<file path="src/rtl/dm_access_unit.sv">
`default_nettype none
// ============================================================================
// dm_access_unit : byte/half/word load-store unit over a word-wide big-endian
//                  data memory; sub-word stores use a two-cycle read-modify-write
// Revision: 1.0
// ============================================================================
module dm_access_unit #(
    parameter int ADDR_W = 32
) (
    input  logic              clk,
    input  logic              rst,
    input  logic              req_valid,
    output logic              req_ready,
    input  logic              req_we,
    input  logic [1:0]        req_size,
    input  logic              req_unsigned,
    input  logic [ADDR_W-1:0] req_addr,
    input  logic [31:0]       req_wdata,
    output logic              rsp_valid,
    output logic [31:0]       rsp_rdata,
    output logic              rsp_err,
    output logic [ADDR_W-1:0] dm_addr,
    output logic [31:0]       dm_wdata,
    output logic              dm_we,
    input  logic [31:0]       dm_rdata
);

    localparam logic [1:0] SZ_BYTE = 2'b00;
    localparam logic [1:0] SZ_HALF = 2'b01;
    localparam logic [1:0] SZ_WORD = 2'b10;

    typedef enum logic [0:0] {ST_IDLE = 1'b0, ST_RMW = 1'b1} state_t;

    state_t              state_q, state_d;
    logic                rsp_valid_q, rsp_valid_d;
    logic                rsp_err_q, rsp_err_d;
    logic [31:0]         rsp_rdata_q, rsp_rdata_d;
    logic [ADDR_W-1:0]   addr_q, addr_d;
    logic [1:0]          off_q, off_d;
    logic [1:0]          size_q, size_d;
    logic [31:0]         wdata_q, wdata_d;
    logic [31:0]         merged_q, merged_d;

    logic                w_err;
    logic [ADDR_W-1:0]   w_aligned;
    logic [31:0]         w_load;
    logic [7:0]          w_byte;
    logic [15:0]         w_half;

    // Lane 0 is the most significant byte (big-endian); only byte/half reach here.
    function automatic logic [31:0] merge_lanes(input logic [31:0] base,
                                                input logic [31:0] data,
                                                input logic [1:0]  off,
                                                input logic [1:0]  size);
        logic [31:0] w;
        w = base;
        if (size == SZ_BYTE) begin
            case (off)
                2'd0:    w[31:24] = data[7:0];
                2'd1:    w[23:16] = data[7:0];
                2'd2:    w[15:8]  = data[7:0];
                default: w[7:0]   = data[7:0];
            endcase
        end else if (off[1]) begin
            w[15:0] = data[15:0];
        end else begin
            w[31:16] = data[15:0];
        end
        return w;
    endfunction

    assign w_err = (req_size == 2'b11) ||
                   ((req_size == SZ_HALF) && req_addr[0]) ||
                   ((req_size == SZ_WORD) && (req_addr[1:0] != 2'b00));
    assign w_aligned = {req_addr[ADDR_W-1:2], 2'b00};

    always_comb begin
        case (req_addr[1:0])
            2'd0:    w_byte = dm_rdata[31:24];
            2'd1:    w_byte = dm_rdata[23:16];
            2'd2:    w_byte = dm_rdata[15:8];
            default: w_byte = dm_rdata[7:0];
        endcase
        w_half = req_addr[1] ? dm_rdata[15:0] : dm_rdata[31:16];
        case (req_size)
            SZ_BYTE: w_load = {{24{~req_unsigned & w_byte[7]}}, w_byte};
            SZ_HALF: w_load = {{16{~req_unsigned & w_half[15]}}, w_half};
            default: w_load = dm_rdata;
        endcase
    end

    always_comb begin
        state_d     = state_q;
        rsp_valid_d = 1'b0;
        rsp_err_d   = 1'b0;
        rsp_rdata_d = rsp_rdata_q;
        addr_d      = addr_q;
        off_d       = off_q;
        size_d      = size_q;
        wdata_d     = wdata_q;
        merged_d    = merged_q;
        case (state_q)
            ST_IDLE: begin
                if (req_valid) begin
                    if (w_err) begin
                        rsp_valid_d = 1'b1;
                        rsp_err_d   = 1'b1;
                        rsp_rdata_d = '0;
                    end else if (!req_we) begin
                        rsp_valid_d = 1'b1;
                        rsp_rdata_d = w_load;
                    end else if (req_size == SZ_WORD) begin
                        rsp_valid_d = 1'b1;
                        rsp_rdata_d = '0;
                    end else begin
                        addr_d   = w_aligned;
                        off_d    = req_addr[1:0];
                        size_d   = req_size;
                        wdata_d  = req_wdata;
                        merged_d = merge_lanes(dm_rdata, req_wdata, req_addr[1:0], req_size);
                        state_d  = ST_RMW;
                    end
                end
            end
            default: begin
                state_d     = ST_IDLE;
                rsp_valid_d = 1'b1;
                rsp_rdata_d = '0;
            end
        endcase
    end

    always_ff @(posedge clk or posedge rst) begin
        if (rst) begin
            state_q     <= ST_IDLE;
            rsp_valid_q <= 1'b0;
            rsp_err_q   <= 1'b0;
            rsp_rdata_q <= '0;
            addr_q      <= '0;
            off_q       <= '0;
            size_q      <= '0;
            wdata_q     <= '0;
            merged_q    <= '0;
        end else begin
            state_q     <= state_d;
            rsp_valid_q <= rsp_valid_d;
            rsp_err_q   <= rsp_err_d;
            rsp_rdata_q <= rsp_rdata_d;
            addr_q      <= addr_d;
            off_q       <= off_d;
            size_q      <= size_d;
            wdata_q     <= wdata_d;
            merged_q    <= merged_d;
        end
    end

    assign req_ready = (state_q == ST_IDLE);
    assign rsp_valid = rsp_valid_q;
    assign rsp_err   = rsp_err_q;
    assign rsp_rdata = rsp_rdata_q;
    assign dm_addr   = (state_q == ST_RMW) ? addr_q : w_aligned;
    // Re-applying the latched lanes onto the captured word is idempotent.
    assign dm_wdata  = (state_q == ST_RMW) ? merge_lanes(merged_q, wdata_q, off_q, size_q)
                                           : req_wdata;
    assign dm_we     = ~rst & ((state_q == ST_RMW) ||
                               (req_valid && req_we && (req_size == SZ_WORD) && !w_err));

endmodule
`default_nettype wire

</file>
<file path="config.mk">
export PLATFORM = sky130hd
export DESIGN_NAME = dm_access_unit
export DESIGN_NICKNAME = d
export VERILOG_FILES = /design/src/rtl/dm_access_unit.sv
export SDC_FILE = /design/constraint.sdc
export NUM_CORES = 1
export LEC_CHECK = 0
export BUFFER_PORTS_ARGS = -buffer_cell sky130_fd_sc_hd__buf_2
export CORE_MARGIN = 2
export CORE_UTILIZATION = 45
export DETAILED_ROUTE_END_ITERATION = 10
export GPL_TIMING_DRIVEN = 0
export PLACE_DENSITY = 0.72
export SLEW_MARGIN = 20
export SYNTH_ARGS = -nofsm -noshare
export SYNTH_HDL_FRONTEND = slang
export SYNTH_SLANG_ARGS = --single-unit
</file>
<file path="constraint.sdc">
create_clock -name clk -period 4.6 [get_ports clk]
set_input_delay 0.92 -clock clk [delete_from_list [all_inputs] [get_ports clk]]
set_output_delay 0.92 -clock clk [all_outputs]
set_load 0.05 [all_outputs]
</file>
After elaboration in Yosys (flattened, before gate mapping)

Index checks and enable logic that the tools add are counted.

Word-level logic and storage cells: 81
Register bits after elaboration: 117
Input bits: 103
Output and inout bits: 100

Bitwise gates (word level): 8
Reductions and logical operators: 19
Equal/unequal tests: 8
Mux-type cells: 37

Operator list:

| operator                                                                | number |
|---|---|
| 32-bit two-way mux                                                      | 9 |
| 16-bit two-way mux                                                      | 5 |
| 8-bit two-way mux                                                       | 8 |
| 32-bit one-hot mux with 2 select lines                                  | 1 |
| 8-bit one-hot mux with 3 select lines                                   | 1 |
| 1-bit two-way mux                                                       | 13 |
| 2-bit equality test, second input constant                              | 4 |
| 2-bit logical NOT                                                       | 4 |
| 2-bit by 1-bit equality test with 1-bit output, second input constant   | 3 |
| 3-bit OR reduction                                                      | 2 |
| 1-bit logical AND                                                       | 5 |
| 1-bit inverter                                                          | 5 |
| 5-bit AND reduction                                                     | 1 |
| 4-bit by 1-bit inequality test with 1-bit output, second input constant | 1 |
| 2-bit nonzero test                                                      | 2 |
| 1-bit bitwise AND                                                       | 3 |
| 1-bit logical OR                                                        | 3 |
| 2-bit AND reduction                                                     | 1 |
| 1-bit logical NOT                                                       | 1 |

Logic depth before layout (Yosys ltp)

Depth in word-level cells: 8
Mapped depth: 7
Gate-level depth less buffers: 4

Worst setup path before layout

No wires, ideal clock.

Path kind: input to output
Start: in req_addr[1]
End: out dm_we
Slack: 1152 ps
Data arrival time: 2528 ps
Stages: 6
Path through: buf_4 buf_2 inv_1 clkbuf_1 nand4_1 a21oi_1

Cells in the longest elaborated chain, start to end: 7

Ends and longest elaborated chain:

| what               | RTL line | RTL |
|---|---|---|
| start, declared    | 17       | `input logic [ADDR_W-1:0] req_addr,` |
| 2-bit nonzero test | 74       | `((req_size == SZ_WORD) && (req_addr[1:0] != 2'b00));` |
| 1-bit logical AND  | 74       |  |
| 1-bit logical OR   | 73       | `((req_size == SZ_HALF) && req_addr[0]) \|\|` |
| 1-bit logical NOT  | 166      | `(req_valid && req_we && (req_size == SZ_WORD) && !w_err));` |
| 1-bit logical AND  | 166      |  |
| 1-bit logical OR   | 165      | `assign dm_we = ~rst & ((state_q == ST_RMW) \|\|` |
| 1-bit bitwise AND  | 165      |  |
| end, declared      | 24       | `output logic dm_we,` |

No other way between the ends.

Worst setup path after layout

Start: in req_size[1]
End: out dm_we

Cells in the longest elaborated chain, start to end: 8

Ends and longest elaborated chain:

| what                                           | RTL line | RTL |
|---|---|---|
| start, declared                                | 15       | `input logic [1:0] req_size,` |
| 2-bit by 1-bit equality test with 1-bit output | 73       |  |
| 1-bit logical AND                              | 73       |  |
| 1-bit logical OR                               | 72       | `assign w_err = (req_size == 2'b11) \|\|` |
| 1-bit logical OR                               | 73       |  |
| 1-bit logical NOT                              | 166      |  |
| 1-bit logical AND *                            | 166      |  |
| 1-bit logical OR *                             | 165      |  |
| 1-bit bitwise AND *                            | 165      |  |

Mark *: on every way between the ends. The rest lies on a longest branch, timed or not.

==> out/summary.md <==
- **root buf cell** sky130_fd_sc_hd__clkbuf_16
- **ratio of cells with drive above 1 in the final layout** 0.448
- **via count of the first global-routing pass** 5719
- **Starting Density** 0.462
- **ordered cell list for the critical path** buf_2, buf_2, buf_2, clkbuf_1, nand4_1, a21oi_1, buf_2
- **number of routed nets with antenna violations** 0
- **core outline area** 13900 µm²
- **cell with the largest stage delay on the worst path** sky130_fd_sc_hd__clkbuf_1
- **crit-path most repeated cell** sky130_fd_sc_hd__buf_2
- **TritonRoute pass-1 iters** 7
- **post-route clock skew** 13.4 ps
- **maximum clock insertion buffer count** 2
- **classification of the worst setup path** in2out
- **Worst slew margin** 0.489
- **number of standard cells in the layout, taps in and fillers out** 1009
- **number of inserted filler cells in the final layout** 1239
- **count of max-cap constraint violations** 0
- **initial antenna violation count** 0
- **unrepaired setup endpoints after global routing** false
- **outcome** finished, final reports clean
- **drt first-iter violations** 469
- **nets** 919
- **Crit Path Max Fanout** 10
- **minimum clock period after layout** 3500 ps
- **die width** 124 µm
- **number of buffers added by the clock tree synthesis step** 17
- **Sw Share** 0.325
- **number of warnings issued by yosys** 0
- **setup TNS** 0 ps
- **Seq. cell area** 2930 µm²
- **area growth from synthesis to final layout** 28.8%
- **origin of the worst min-delay path** rsp_rdata[7]
- **antenna diode count** 0
- **total of flip-flops plus latches after synthesis** 117
- **htree depth** 4
- **beginning of the critical path** req_size[1]
- **number of distinct standard cells referenced by the synthesized netlist** 49
- **length in cells of the worst reg-to-reg path** 6
- **Internal Dissipation** 2410 µW
- **Highest Clock Rate** 286 MHz
- **combinational cell fraction of total power** 0.258
- **fraction of the cycle the final worst path needs** 0.761
- **post-detailed-placement half-perimeter wirelength** 15800 µm
- **final hold viol count** 0
- **worst flop-to-flop path startpoint** state_q
- **hold bufs inserted after CTS** 0
- **total clock sinks** 117
- **insertion delay to the later sink of the worst-skew pair** 420 ps
- **most common cell after layout, fill and taps aside** sky130_fd_sc_hd__buf_2
- **final slew viol count** 0
- **Power per Cell Area** 431 nW/µm²
- **synthesized instance count** 597
- **worst ir drop on vdd** 0.000202 V
- **gpl congestion** 0.949
- **required time of the critical path** 3680 ps
- **Worst Hold Class** reg2reg
- **category of the worst setup path capture point** output port
- **Reg-to-Reg End** merged_q[4]
- **Worst Tran Pin Value** 761 ps
- **number of buffers inserted by post-CTS setup repair** 0
- **wire length reported by the detailed router** 20100 µm
- **overall routing resource usage** 0.268
- **data arrival time of the worst path** 2580 ps
- **die boundary height** 124 µm
- **Post-route DRC** 0
- **FFs w/ async S/R, synth** 1.00
- **leakage power** 0.00407 µW
- **dominant register cell in the synthesized netlist** sky130_fd_sc_hd__dfrtp_1
- **overall via count from detail_route** 5858
- **number of enable-type register cells in the synthesized netlist** 0
- **synthesized area divided by synthesized cell count** 10.8 µm²
- **commonest cells after routing, fill and taps aside** sky130_fd_sc_hd__buf_2, sky130_fd_sc_hd__dfrtp_1, sky130_fd_sc_hd__mux2_2
- **maximum cell stage delay along the critical path** 400 ps
- **footprint of the multi-input gates** 3180 µm²
- **Setup violations, final** 0
- **die area** 15300 µm²
- **clock slew at reported path FFs** 50 ps
- **flop2flop setup slack** 2360 ps
- **detail-routed net length per standard cell** 19.9 µm
- **sequential fraction of the synthesis area** 0.455
- **NetSw** 1160 µW
- **Site Rows** 43
- **startpoint types** primary input
- **Hold Path Stages** 1
- **gr ovfl total** 0
- **part of the power in registers** 0.367
- **total placed cells including tap cells** 977
- **CTS tree** done
- **# resized after CTS** 0
- **quantity of I/O buffers inserted on ports** 198
- **maximum number of pins on one net before global-route repair** 63
- **clock share of power** 0.375
- **post-DR vias/cell** 5.81
- **I/O pin count** 203
- **setup slack after placement** 1130 ps
- **crit path setup slack, layout** 1100 ps
- **first-pass GRT wire length** 30400 µm
- **Post-Syn Area** 6430 µm²
- **worst min-delay path endpoint** rsp_rdata[7]
## how the worst max path moves through the flow
stage	end	cells past startpoint
2_1_floorplan	addr_q[10]	1
3_3_place_gp	addr_q[24]	2
3_5_place_dp	dm_we	7
4_1_cts	dm_wdata[4]	6
5_1_grt	dm_we	7
6_report	dm_we	7
## state kept, by name, summed over array words and instances, names as in the netlist
signal,flops
addr_q,30
merged_q,32
off_q,2
rsp_err,1
rsp_rdata,32
rsp_valid,1
size_q,2
state_q,1
wdata_q,16
## critical path: cells and delay by family
kind,cells,cell delay (ps)
and+or+nand+nor,1,150
AOI/OAI and AO/OA,1,180
buffers and inverters,5,1320
## cell usage after synthesis, types with 3 or more instances
cell type / number / share of area
sky130_fd_sc_hd__o2bb2ai_1: 22 / 0.030
sky130_fd_sc_hd__o21ai_1: 5 / 0.0039
sky130_fd_sc_hd__a21oi_1: 21 / 0.016
sky130_fd_sc_hd__nand2_1: 43 / 0.025
sky130_fd_sc_hd__or4_1: 8 / 0.0093
sky130_fd_sc_hd__clkbuf_1: 24 / 0.014
sky130_fd_sc_hd__buf_4: 6 / 0.0070
sky130_fd_sc_hd__mux2_2: 96 / 0.17
sky130_fd_sc_hd__a221o_1: 6 / 0.0093
sky130_fd_sc_hd__inv_1: 22 / 0.013
sky130_fd_sc_hd__a21o_1: 9 / 0.011
sky130_fd_sc_hd__mux2i_1: 33 / 0.051
sky130_fd_sc_hd__a221o_2: 10 / 0.018
sky130_fd_sc_hd__buf_2: 11 / 0.0086
sky130_fd_sc_hd__dfrtp_1: 117 / 0.46
sky130_fd_sc_hd__o221ai_1: 8 / 0.011
sky130_fd_sc_hd__a221oi_1: 9 / 0.012
sky130_fd_sc_hd__o21ai_0: 61 / 0.047
sky130_fd_sc_hd__nor2_1: 27 / 0.016
sky130_fd_sc_hd__buf_1: 6 / 0.0035
sky130_fd_sc_hd__and2_1: 3 / 0.0029
sky130_fd_sc_hd__o22a_1: 8 / 0.011
sky130_fd_sc_hd__a222oi_1: 6 / 0.0093
sky130_fd_sc_hd__o21a_1: 3 / 0.0035
## metal layers
| metal | vias up | GRT usage | wire [µm] |
|---|---|---|---|
| li1 | 2655 | - | - |
| met1 | 2930 | 0.355 | 8390 |
| met2 | 238 | 0.436 | 9880 |
| met3 | 35 | 0.0558 | 1450 |
| met4 | 0 | 0.0973 | 400 |
| met5 | - | 0 | 0 |
## final cells by class
type,instances,area share
Sequential cell,117,0.353
Clock buffer,21,0.0568
Timing Repair Buffer,199,0.123
Inverter,23,0.0110
Buffer,50,0.0290
Multi-Input combinational cell,408,0.384
Clock inverter,11,0.0157
Tap cell,180,0.0272
## stage by stage
stage | cell area (µm²) | hold WS (ps) | total power [µW] | util
after global routing | 8280 | 500 | 3730 | 0.595
after global placement | 7650 | 459 | 2210 | 0.549
after CTS | 8280 | 473 | 3580 | 0.595
after floorplan | 6430 | 449 | 1970 | -
final | 8280 | 477 | 3570 | 0.595
after detailed placement | 7680 | 461 | 2240 | 0.551
## cell families (layout without fill, tap and decap cells)
group / Yosys count / in the layout / synth area share
AOI/OAI and AO/OA: 178 / 178 / 0.199
muxes: 129 / 129 / 0.219
DFF: 117 / 117 / 0.455
and+or+nand+nor: 99 / 99 / 0.0745
buffers and inverters: 73 / 304 / 0.0508
other: 1 / 2 / 0.000583
## power by group through the flow
stage / registers (µW) / clock network (µW) / logic [µW]
global route: 1330 / 1410 / 991
detailed placement: 1330 / 0 / 917
CTS: 1310 / 1350 / 921
finish: 1310 / 1340 / 922
global placement: 1320 / 0 / 896
floorplan: 1350 / 0 / 618
No activity file was read; power rests on OpenSTA's default activity.
